### src/rtl/shift_arbiter.sv
// Two-requester round-robin front end to one shared 32-bit rotate-right barrel
// shifter; ARM-style LSL/LSR/ASR/ROR/RRX through a 2-stage valid/ready pipeline.
module shift_arbiter (
  input  logic        clk,
  input  logic        rst_n,
  input  logic        req0_valid,
  output logic        req0_ready,
  input  logic [31:0] req0_data,
  input  logic [7:0]  req0_amt,
  input  logic [2:0]  req0_type,
  input  logic        req0_cin,
  input  logic        req1_valid,
  output logic        req1_ready,
  input  logic [31:0] req1_data,
  input  logic [7:0]  req1_amt,
  input  logic [2:0]  req1_type,
  input  logic        req1_cin,
  output logic        rsp_valid,
  input  logic        rsp_ready,
  output logic [31:0] rsp_data,
  output logic        rsp_carry,
  output logic        rsp_id
);

  typedef enum logic [2:0] {
    SH_LSL = 3'd0,
    SH_LSR = 3'd1,
    SH_ASR = 3'd2,
    SH_ROR = 3'd3,
    SH_RRX = 3'd4
  } shift_op_e;

  logic        s1_valid;
  logic [31:0] s1_data;
  logic [7:0]  s1_amt;
  logic [2:0]  s1_type;
  logic        s1_cin;
  logic        s1_id;
  logic        last_grant;  // 1: requester 1 was granted most recently

  logic grant0, grant1, s2_load, s1_load, accept;

  always_comb begin
    grant0     = req0_valid & (~req1_valid | last_grant);
    grant1     = req1_valid & (~req0_valid | ~last_grant);
    s2_load    = ~rsp_valid | rsp_ready;
    s1_load    = ~s1_valid | s2_load;
    req0_ready = rst_n & grant0 & s1_load;
    req1_ready = rst_n & grant1 & s1_load;
    accept     = req0_ready | req1_ready;
  end

  shift_op_e   s1_op;
  logic [4:0]  r5, rot_amt;
  logic [31:0] rot_out, mask, res;
  logic        res_carry, zero_amt, big;

  assign s1_op = shift_op_e'(s1_type);

  always_comb begin
    r5        = s1_amt[4:0];
    zero_amt  = (s1_amt == '0);
    big       = |s1_amt[7:5];
    rot_amt   = '0;
    mask      = '1;
    res       = s1_data;
    res_carry = s1_cin;
    case (s1_op)
      SH_LSL:                 rot_amt = 5'd0 - r5;
      SH_LSR, SH_ASR, SH_ROR: rot_amt = r5;
      default:                rot_amt = '0;
    endcase
    // Single rotator; a left shift is a right rotate by 32-n followed by a mask.
    rot_out = (s1_data >> rot_amt) | (s1_data << (6'd32 - {1'b0, rot_amt}));
    case (s1_op)
      SH_LSL: if (!zero_amt) begin
        if (!big) begin
          mask      = 32'hFFFF_FFFF << r5;
          res       = rot_out & mask;
          res_carry = s1_data[5'd0 - r5];
        end else begin
          res       = '0;
          res_carry = (s1_amt == 8'd32) ? s1_data[0] : 1'b0;
        end
      end
      SH_LSR: if (!zero_amt) begin
        if (!big) begin
          mask      = 32'hFFFF_FFFF >> r5;
          res       = rot_out & mask;
          res_carry = s1_data[r5 - 5'd1];
        end else begin
          res       = '0;
          res_carry = (s1_amt == 8'd32) ? s1_data[31] : 1'b0;
        end
      end
      SH_ASR: if (!zero_amt) begin
        if (!big) begin
          mask      = 32'hFFFF_FFFF >> r5;
          res       = (rot_out & mask) | ({32{s1_data[31]}} & ~mask);
          res_carry = s1_data[r5 - 5'd1];
        end else begin
          res       = {32{s1_data[31]}};
          res_carry = s1_data[31];
        end
      end
      SH_ROR: if (!zero_amt) begin
        res       = rot_out;
        res_carry = rot_out[31];
      end
      SH_RRX: begin
        res       = {s1_cin, s1_data[31:1]};
        res_carry = s1_data[0];
      end
      default: begin
        res       = s1_data;
        res_carry = s1_cin;
      end
    endcase
  end

  always_ff @(posedge clk) begin
    if (!rst_n) begin
      s1_valid   <= 1'b0;
      s1_data    <= '0;
      s1_amt     <= '0;
      s1_type    <= '0;
      s1_cin     <= 1'b0;
      s1_id      <= 1'b0;
      last_grant <= 1'b1;
      rsp_valid  <= 1'b0;
      rsp_data   <= '0;
      rsp_carry  <= 1'b0;
      rsp_id     <= 1'b0;
    end else begin
      if (accept) last_grant <= req1_ready;
      if (s1_load) begin
        s1_valid <= accept;
        if (accept) begin
          s1_data <= req1_ready ? req1_data : req0_data;
          s1_amt  <= req1_ready ? req1_amt  : req0_amt;
          s1_type <= req1_ready ? req1_type : req0_type;
          s1_cin  <= req1_ready ? req1_cin  : req0_cin;
          s1_id   <= req1_ready;
        end
      end
      if (s2_load) begin
        rsp_valid <= s1_valid;
        if (s1_valid) begin
          rsp_data  <= res;
          rsp_carry <= res_carry;
          rsp_id    <= s1_id;
        end
      end
    end
  end

endmodule

### config.mk
export PLATFORM = sky130hd
export DESIGN_NAME = shift_arbiter
export DESIGN_NICKNAME = d
export VERILOG_FILES = /design/src/rtl/shift_arbiter.sv
export SDC_FILE = /design/constraint.sdc
export NUM_CORES = 1
export LEC_CHECK = 0
export BUFFER_PORTS_ARGS = -buffer_cell sky130_fd_sc_hd__buf_2
export CAP_MARGIN = 20
export CELL_PAD_IN_SITES_DETAIL_PLACEMENT = 1
export CELL_PAD_IN_SITES_GLOBAL_PLACEMENT = 1
export CORE_MARGIN = 5
export CORE_UTILIZATION = 47
export DETAILED_ROUTE_END_ITERATION = 8
export HOLD_SLACK_MARGIN = 0.08
export PLACE_DENSITY_LB_ADDON = 0.08
export SLEW_MARGIN = 40
export SYNTH_ARGS = -nofsm -noshare
export SYNTH_HDL_FRONTEND = slang
export SYNTH_SLANG_ARGS = --single-unit
### constraint.sdc
create_clock -name clk -period 8.65 [get_ports clk]
set_input_delay 0.4325 -clock clk [delete_from_list [all_inputs] [get_ports clk]]
set_output_delay 0.4325 -clock clk [all_outputs]
set_load 0.02 [all_outputs]
# Word level (Yosys, flattened, before mapping)
# Index checks and enable logic that the tools add are counted.
dict set report word_totals {
  register_bits 82
  in_bits 93
  output_inout_bits 37
  elab_cells 80
}
dict set report op_classes {
  addsub 3
  magnitude_cmp 2
  eq_ne 5
  n_shift 4
  muxes 27
  bitwise 22
  reduce_logical 6
}
# cell n
set op_table {}
lappend op_table {{two-way mux 32 bit} 8}
lappend op_table {{one-hot mux 32 bit (5 select lines)} 1}
lappend op_table {{AND 32 bit} 3}
lappend op_table {{bitwise OR 32 bit} 2}
lappend op_table {{inverter 32 bit} 1}
lappend op_table {{left shift 32 x 5 -> 32 bit, first input constant} 1}
lappend op_table {{left shift 32 x 6 -> 32 bit} 1}
lappend op_table {{>> shifter 32 x 5 -> 32 bit} 1}
lappend op_table {{>> shifter 32 x 5 -> 32 bit, first input constant} 1}
lappend op_table {{< comparator 5 x 6 -> 1 bit, second input constant} 2}
lappend op_table {{two-way mux 1 bit} 12}
lappend op_table {{binary-select mux 1 bit (select 5 bit)} 2}
lappend op_table {{one-hot mux 5 bit (2 select lines)} 1}
lappend op_table {{== test 8 x 6 -> 1 bit, second input constant} 1}
lappend op_table {{zero test 8 bit} 1}
lappend op_table {{two-way mux 8 bit} 1}
lappend op_table {{AND 1 bit} 6}
lappend op_table {{== test 3 x 2 -> 1 bit, second input constant} 2}
lappend op_table {{OR reduction 3 bit} 2}
lappend op_table {{subtractor 6 x 5 -> 6 bit, first input constant} 1}
lappend op_table {{inverter 1 bit} 5}
lappend op_table {{bitwise OR 1 bit} 5}
lappend op_table {{one-hot mux 1 bit (5 select lines)} 1}
lappend op_table {{subtractor 1 x 5 -> 5 bit, first input constant} 1}
lappend op_table {{other kinds (6)} 7}

# Depth between registers and ports, before layout
# Gate-level depths: netlist of the first run.
dict set report depth {
  depth_word 11
  mapped_depth 19
  mapped_depth_nobuf 14
}

# Least setup slack after synthesis of the first run
# OpenSTA, ideal clock, no wires.
dict set report synth_timing {
  path_kind {reg-to-reg}
  startpoint {reg s1_amt[0]}
  endpoint {reg rsp_data[31]}
  setup_ns 0.118
  arrival_ns 4.205
  t_required_ns 8.532
  setup_slack_ns 4.327
  stages_incl_launch_ff 18
  n_path_buf 5
  synth_period_minus_slack_ns 4.323
  path_cell_list {dfxtp_1 -> buf_6 -> inv_1 -> ha_1 -> clkbuf_1 -> nor4b_1 -> a31o_2 -> clkinv_1 -> buf_2 -> buf_2 -> ha_1 -> inv_1 -> clkbuf_1 -> mux2i_1 -> mux4_2 -> mux2_2 -> a211oi_2 -> nor2_1}
}
dict set report synth_between {
  elab_chain_cells 10
  word_cells_on_any_way 22
  classes_between {2 x add/sub; 4 x shift; 9 x mux; 6 x bitwise; 1 x reduce/logical}
}
# item line
set synth_rtl {}
lappend synth_rtl {{start, declared} 35} ;# logic [7:0] s1_amt;
lappend synth_rtl {{start signal, assigned} 140} ;# s1_amt <= req1_ready ? req1_amt : req0_amt;
lappend synth_rtl {{subtractor 1 x 5 -> 5 bit} 69} ;# SH_LSL: rot_amt = 5'd0 - r5;
lappend synth_rtl {{one-hot mux 5 bit (2 select lines)} 68} ;# case (s1_op)
lappend synth_rtl {{subtractor 6 x 5 -> 6 bit} 74} ;# rot_out = (s1_data >> rot_amt) | (s1_data << (6'd32 - {1'b0, rot_amt}));
lappend synth_rtl {{left shift 32 x 6 -> 32 bit} 74}
lappend synth_rtl {{bitwise OR 32 bit} 74}
lappend synth_rtl {{AND 32 bit} {89, 99}}
lappend synth_rtl {{bitwise OR 32 bit} 99} ;# res = (rot_out & mask) | ({32{s1_data[31]}} & ~mask);
lappend synth_rtl {{two-way mux 32 bit} 97} ;# if (!big) begin
lappend synth_rtl {{two-way mux 32 bit} 96} ;# SH_ASR: if (!zero_amt) begin
lappend synth_rtl {{one-hot mux 32 bit (5 select lines) (*)} 75} ;# case (s1_op)
lappend synth_rtl {{end signal, assigned} 149} ;# rsp_data <= res;
lappend synth_rtl {{end, declared} 20} ;# output logic [31:0] rsp_data,
# Every way passes the cells marked *; elsewhere a longest branch is shown, timed or not.
# A chain may end at the register's enable or synchronous reset.

# Final worst setup path of the first run
dict set report layout_timing {
  startpoint {reg s1_amt[0]}
  endpoint {reg rsp_carry}
}
dict set report layout_between {
  elab_chain_cells 7
  word_cells_on_any_way 23
  classes_between {3 x add/sub; 1 x eq/ne; 2 x shift; 15 x mux; 1 x bitwise; 1 x reduce/logical}
}
# item line
set layout_rtl {}
lappend layout_rtl {{subtractor 1 x 5 -> 5 bit} {69, 80}}
lappend layout_rtl {{one-hot mux 5 bit (2 select lines)} 68}
lappend layout_rtl {{subtractor 6 x 5 -> 6 bit} 74}
lappend layout_rtl {{left shift 32 x 6 -> 32 bit} 74}
lappend layout_rtl {{bitwise OR 32 bit} 74}
lappend layout_rtl {{two-way mux 1 bit} 106} ;# SH_ROR: if (!zero_amt) begin
lappend layout_rtl {{one-hot mux 1 bit (5 select lines) (*)} 75}
lappend layout_rtl {{end signal, assigned} 150} ;# rsp_carry <= res_carry;
lappend layout_rtl {{end, declared} 21} ;# output logic rsp_carry,
# Every way passes the cells marked *; elsewhere a longest branch is shown, timed or not. The select of a mux whose other input is x is not followed.

==> flow_summary.ini, run 1 <==
[timing]
hold_viol = 0
min_period_ns = 5.67
setup_viol = 0
slew_violations = 0
slew_headroom_pct = 35.8
fin_setup_tns_ns = 0
hold_ws_ns = 0.326
rsz0062_at_grt = false
tightest_slew_ns = 0.962
period_share_pct = 65.5
max_freq_ghz = 0.176
worst_slack_ns = 2.98
fin_worst_skew_ns = 0.0136

[global_routing]
grt_pass1_wl_microns = 74200
antenna_found_initial = 2
globalRouteOverflowTotal = 0
grt_max_degree = 92
grt_usage_pct = 41.0
grt_pass1_vias = 11500

[yosys]
synthFlopType = dfxtp_1
synth-seq-area-share_pct = 17.0
yosys.area_share.simple_pct = 21.2
synth.top_cell.area_share_pct = 17.0
netlist_area_sq_um = 9630
syn_area_per_cell_sq_um = 7.32
synth_top_family_by_area = compound AO/OA/AOI/OAI gates
synth_cell_types = 91
synth_fa_ha_area_share_pct = 1.09
synthXorXnorAreaFrac_pct = 0.545
yosys.area.top_type = dfxtp_1
yosys_warnings = 0
ys_async_sr_fraction_pct = 0
synthTopCellsByArea = dfxtp_1 (17%), mux2i_1 (11%), mux4_2 (11%)
synth_edf_count = 0
synth_compound_area_share_pct = 30.8
syn-num-nets = 1416
ys_seq_elements = 82
synth_cells = 1317
synth_mux_area_share_pct = 22.4

[placed_design]
dp_hpwl_microns = 35000
gp_congestion = 1.08
pre_cts_slack_ns = 3.03
numPortBuffers = 129

[floorplanning]
die_y_microns = 153
core-area_sq_um = 20200
start_util_pct = 47.6
dieWidth_microns = 153
rows = 52
ios = 130
die_area_sq_um = 23500

[routing]
ant_nets = 0
drc_errors = 0
viasPerCell = 7.38
drt_pass1_iterations = 7
first_iter_violations = 1710
wl_microns = 49900
vias = 12000
wl_per_cell_microns = 30.8

[clock_network]
tritoncts.num_buffers = 9
clk_latency_ns = 0.36
h-tree-depth = 3
post_cts.repair.setup_buffers = 0
holdBufCountCts = 0
ctsRootBufferMaster = clkbuf_16
path_clk_slew_ns = 0.08
ctsResizeCount = 0
cts_sinks = 82
clock_path_buffers = 2
cts_tree = built

[pwr]
vdd_ir_drop_max_mv = 0.0990
sw_frac_of_total_pct = 50.4
cellPowerDensity_nw_per_um2 = 216
clock_power_share_pct = 20.2
finalPower_mw = 2.29
pwr-share-seq_pct = 22.3
p_comb_share_pct = 57.5
leakagePower_nw = 4.19
p_int_mw = 1.14
power_switching_mw = 1.16

[run]
drv_cap = 0

[setup_path]
critical_path_class = reg -> reg
worstReg2RegStart = s1_amt[0]$_SDFFE_PN0P_
crit_start = s1_amt[0]$_SDFFE_PN0P_
cp_max_fo = 36
worstSetupEndpointType = flop
startpoint_type = flop
arrival_ns = 5.95
crit_required_ns = 8.93

[layout]
nNetsFinal = 1443
final_cell_mix = nand2_1 (207), nor2_1 (145), buf_2 (129)
multi_input_area_sq_um = 7370
area_delta_synth_final_pct = 10.5
n_fill_cell = 2604
antenna_cells = 0
layout_commonest_cell = nand2_1
seq_area_sq_um = 1650
final_layout_size_suffix_gt1_share_pct = 19.3

[min_path]
min_from = req0_data[1]
hold_class = in -> reg

[status]
status = finished, final reports clean
==> routing by layer <==
layer	share of wire, %	track usage (%)	vias up
met5	0.064	0	-
met4	7.9	24.6	4
met3	14	12.9	265
met2	40	58.6	961
met1	37	53.9	5709
li1	-	-	5013
==> metrics by stage <==
stage,instances,instance area (sq um),util (%)
finish,1619,10600,52.6
CTS,1619,10600,52.5
floorplan,1317,9630,-
global route,1619,10600,52.6
detailed placement,1603,10300,50.8
global placement,1602,10300,50.7
==> state kept, by name (all words and copies together) (netlist names) <==
register	flops
last_grant	1
rsp_carry	1
rsp_data	32
rsp_id	1
rsp_valid	1
s1_amt	8
s1_cin	1
s1_data	32
s1_id	1
s1_op	3
s1_valid	1
==> area by class of cell <==
class                           count  share of cell area (%)
Clock buffer                        9                    2.12
Clock inverter                      7                    1.02
Inverter                           18                   0.658
Multi-Input combinational cell   1074                    69.3
Sequential cell                    82                    15.5
Tap cell                          270                    3.17
Timing Repair Buffer              159                    8.29
==> kinds of logic (layout without fill, tap and decap cells) <==
group                      Yosys count  count (layout)
and+or+nand+nor                    470             470
AOI/OAI and AO/OA                  437             437
buffers and inverters              161             193
muxes                              155             155
DFF                                 82              82
adders and majority gates            9               9
xor gates and xnor gates             3               3
==> path summary, 6_finish.rpt <==
path	to	slack [ns]	depth (start not counted)
setup / recovery	rsp_carry$_SDFFE_PN0P_	2.98	15
hold / removal	s1_data[1]$_SDFFE_PN0P_	0.33	3
setup reg to reg	rsp_carry$_SDFFE_PN0P_	2.98	15
hold reg to reg	rsp_id$_SDFFE_PN0P_	0.46	2
==> cells in the mapped netlist (all sizes together) (3+ instances only) <==
| library cell | n |
|---|---|
| a2111oi | 5 |
| a211o | 7 |
| a211oi | 41 |
| a21boi | 3 |
| a21o | 3 |
| a21oi | 112 |
| a221o | 4 |
| a221oi | 5 |
| a311oi | 51 |
| a31oi | 11 |
| a32o | 3 |
| and2 | 11 |
| and3 | 10 |
| and3b | 3 |
| buf | 52 |
| clkbuf | 91 |
| dfxtp | 82 |
| ha | 6 |
| inv | 16 |
| maj3 | 3 |
| mux2 | 6 |
| mux2i | 102 |
| mux4 | 47 |
| nand2 | 208 |
| nand2b | 5 |
| nand3 | 23 |
| nor2 | 146 |
| nor2b | 8 |
| nor3 | 31 |
| nor4 | 4 |
| o2111ai | 4 |
| o211a | 3 |
| o211ai | 23 |
| o21a | 9 |
| o21ai | 89 |
| o221ai | 14 |
| o22ai | 15 |
| o2bb2ai | 4 |
| o31a | 3 |
| o31ai | 4 |
| o32ai | 4 |
| or2 | 5 |
| or3 | 4 |
| xnor2 | 3 |
==> critical path: stages, from the launching register on <==
cell	delay, ns
dfxtp_1	0.32
buf_4	0.37
inv_1	0.17
ha_1	0.77
nor4b_1	0.32
a31o_2	0.51
clkinv_1	0.13
buf_4	0.30
ha_1	0.32
a211o_1	0.35
nand2_2	0.51
mux4_2	0.64
mux2i_1	0.28
a211oi_1	0.13
a211o_1	0.35
o311ai_1	0.07
==> power by group through the flow <==
stage / logic (mW) / registers, mW / clock network [mW]
final: 1.32 / 0.512 / 0.462
after global routing: 1.38 / 0.507 / 0.478
after CTS: 1.27 / 0.500 / 0.460
after detailed placement: 1.26 / 0.509 / 0
after global placement: 1.23 / 0.506 / 0
after floorplan: 0.886 / 0.461 / 0
(Power assumes the default switching activity.)
==> inputs of run 2 (changes only) <==
--- a/config.mk
+++ b/config.mk
@@ -5,12 +5,13 @@
 export SDC_FILE = /design/constraint.sdc
 export NUM_CORES = 1
 export LEC_CHECK = 0
+export ABC_AREA = 1
 export BUFFER_PORTS_ARGS = -buffer_cell sky130_fd_sc_hd__buf_2
 export CAP_MARGIN = 20
 export CELL_PAD_IN_SITES_DETAIL_PLACEMENT = 1
 export CELL_PAD_IN_SITES_GLOBAL_PLACEMENT = 1
 export CORE_MARGIN = 5
-export CORE_UTILIZATION = 47
+export CORE_UTILIZATION = 36
 export DETAILED_ROUTE_END_ITERATION = 8
 export HOLD_SLACK_MARGIN = 0.08
 export PLACE_DENSITY_LB_ADDON = 0.08
==> constraint.sdc (replaced) <==
create_clock -name clk -period 5.2 [get_ports clk]
set_input_delay 0.26 -clock clk [delete_from_list [all_inputs] [get_ports clk]]
set_output_delay 0.26 -clock clk [all_outputs]
set_load 0.02 [all_outputs]
==> run 2 against run 1 <==
  * Sequential share of layout area rose by 0.11 points
  * Power rose by 82%
  * Die area rose by 28%
  * Clock skew rose by 0.0057 ns
  * Sequential cell count did not move
  * First-iteration DRC count fell by 18%
  * Routed wire length rose by 5.3%
  * Cell count rose by 32%
==> flow_summary.ini, run 2 <==
[timing]
min_period_ns = 4.14
rsz0062_at_grt = false
fin_worst_skew_ns = 0.0193
max_freq_ghz = 0.242
slew_headroom_pct = 47.5
hold_ws_ns = 0.149
slew_violations = 0
hold_viol = 0
setup_viol = 0
worst_slack_ns = 1.06
period_share_pct = 79.5
fin_setup_tns_ns = 0
tightest_slew_ns = 0.779

[floorplanning]
die_area_sq_um = 30000
start_util_pct = 36.7
dieWidth_microns = 173
core-area_sq_um = 26100
die_y_microns = 173
ios = 130
rows = 59

[setup_path]
startpoint_type = flop
crit_required_ns = 5.43
critical_path_class = reg -> reg
worstSetupEndpointType = flop
arrival_ns = 4.37
cp_max_fo = 21

[layout]
area_delta_synth_final_pct = 9.76
layout_commonest_cell = nand2_1
final_cell_mix = nand2_1 (636), o21ai_0 (197), nand3_1 (143)
antenna_cells = 0
final_layout_size_suffix_gt1_share_pct = 12.9
reg_top3 = rsp_data (32), s1_data (32), s1_amt (8)
nNetsFinal = 1904
final_core_util_pct = 40.3

[yosys]
synthTopCellsByArea = nand2_1 (25%), dfxtp_1 (17%), o21ai_0 (10%)
syn-num-nets = 1858
ys_seq_elements = 82
synth.top_cell.area_share_pct = 24.9
ys_top_cells_by_count = nand2_1 (637), o21ai_0 (197), nand3_1 (143)
syn_area_per_cell_sq_um = 5.46
yosys_warnings = 0
netlist_area_sq_um = 9600
synth-seq-area-share_pct = 17.1
synthFlopType = dfxtp_1
synth_cells = 1759
yosys.area.top_type = nand2_1
ys_async_sr_fraction_pct = 0
synth_cell_types = 53
synth_edf_count = 0
yosysMostFrequentCell = nand2_1

[placed_design]
pre_cts_slack_ns = 1.23
numPortBuffers = 129
gp_congestion = 0.998
dp_hpwl_microns = 40700

[min_path]
hold_class = in -> reg

[clock_network]
holdBufCountCts = 0
ctsResizeCount = 0
ctsRootBufferMaster = clkbuf_16
path_clk_slew_ns = 0.08
cts_tree = built
tritoncts.num_buffers = 9
post_cts.repair.setup_buffers = 0
h-tree-depth = 3
clk_latency_ns = 0.37
clock_path_buffers = 2
cts_sinks = 82

[routing]
drt_pass1_iterations = 5
wl_per_cell_microns = 24.5
first_iter_violations = 1406
ant_nets = 0
drc_errors = 0
wl_microns = 52600
viasPerCell = 5.94
vias = 12700

[pwr]
vdd_ir_drop_max_mv = 0.169
leakagePower_nw = 5.06
cellPowerDensity_nw_per_um2 = 397

[global_routing]
grt_pass1_vias = 12300
antenna_found_initial = 1
globalRouteOverflowTotal = 0
grt_usage_pct = 33.3
grt_max_degree = 55
grt_pass1_wl_microns = 77100

[status]
status = finished, final reports clean

[run]
drv_cap = 0
[run 2: cell types whose count changed in the layout (fill, tap and decap cells not counted), sizes merged, moves of 47 or more]
| cell | previous run | this run |
|---|---|---|
| nand2 | 208 | 655 |
| a311oi | 51 | 2 |
| inv | 20 | 143 |
| mux4 | 47 | 0 |
| o21ai | 89 | 247 |
| mux2i | 102 | 2 |
| a31oi | 11 | 58 |
| nor2 | 146 | 94 |
| nand3 | 23 | 152 |
[run 2: worst max-delay path: stages, from the launching register on]
cell and delay [ns]:
dfxtp_1 0.32, inv_2 0.33, ha_1 0.32, ha_1 0.44, nand3_4 0.21, nand2_4 0.13
inv_1 0.40, nor3_1 0.08, a31oi_1 0.50, o21ai_0 0.20, o21ai_0 0.55, nand3_1 0.24
nand2_1 0.12, nand2_1 0.05, nand2_1 0.05, a21oi_1 0.05
[run 2: final timing paths]
kind	endpoint	depth (start not counted)	startpoint	slack, ns
min reg2reg	rsp_data[25]$_SDFFE_PN0P_	2	rsp_data[25]$_SDFFE_PN0P_	0.46
max	rsp_data[2]$_SDFFE_PN0P_	15	s1_amt[0]$_SDFFE_PN0P_	1.06
min	s1_cin$_SDFFE_PN0P_	3	req0_cin	0.15
max reg2reg	rsp_data[2]$_SDFFE_PN0P_	15	s1_amt[0]$_SDFFE_PN0P_	1.06
[run 2: per-stage QoR]
stage                     power [mW]  area (sq um)  cells
after floorplan                 2.58          9600   1759
after global placement          3.41         10200   2129
after detailed placement        3.43         10200   2129
after CTS                       4.11         10500   2145
after global routing            4.41         10500   2145
final                           4.18         10500   2145
[run 2: logic make-up (layout without fill, tap and decap cells)]
family,count (synthesis),after routing,synth area share [%]
flops,82,82,17.1
fa+ha+maj,6,6,0.782
simple gates,934,934,41.7
buf+inv,262,313,12.3
compound gates,473,473,27.9
mux,2,2,0.209
[run 2: per-layer routing]
metal | vias to the layer above | track usage (%) | part of all wire, % | wire (microns)
met2 | 613 | 50.2 | 42 | 22000
met5 | - | 0 | 0 | 0
met4 | 0 | 17.7 | 6.4 | 3360
li1 | 5967 | - | - | -
met3 | 126 | 5.58 | 8.1 | 4280
met1 | 6038 | 45.5 | 44 | 23000
[run 2: cell type report]
type	instances	area, sq um
Clock buffer	9	225
Clock inverter	7	76.3
Fill cell	3797	15600
Inverter	142	541
Multi-Input combinational cell	1415	6790
Sequential cell	82	1640
Tap cell	335	419
Timing Repair Buffer	155	841
[run 2: report_power, final]
part	switching [mW]	total, mW	internal (mW)
registers	0.113	0.795	0.683
logic	1.97	2.70	0.728
clock network	0.338	0.681	0.343
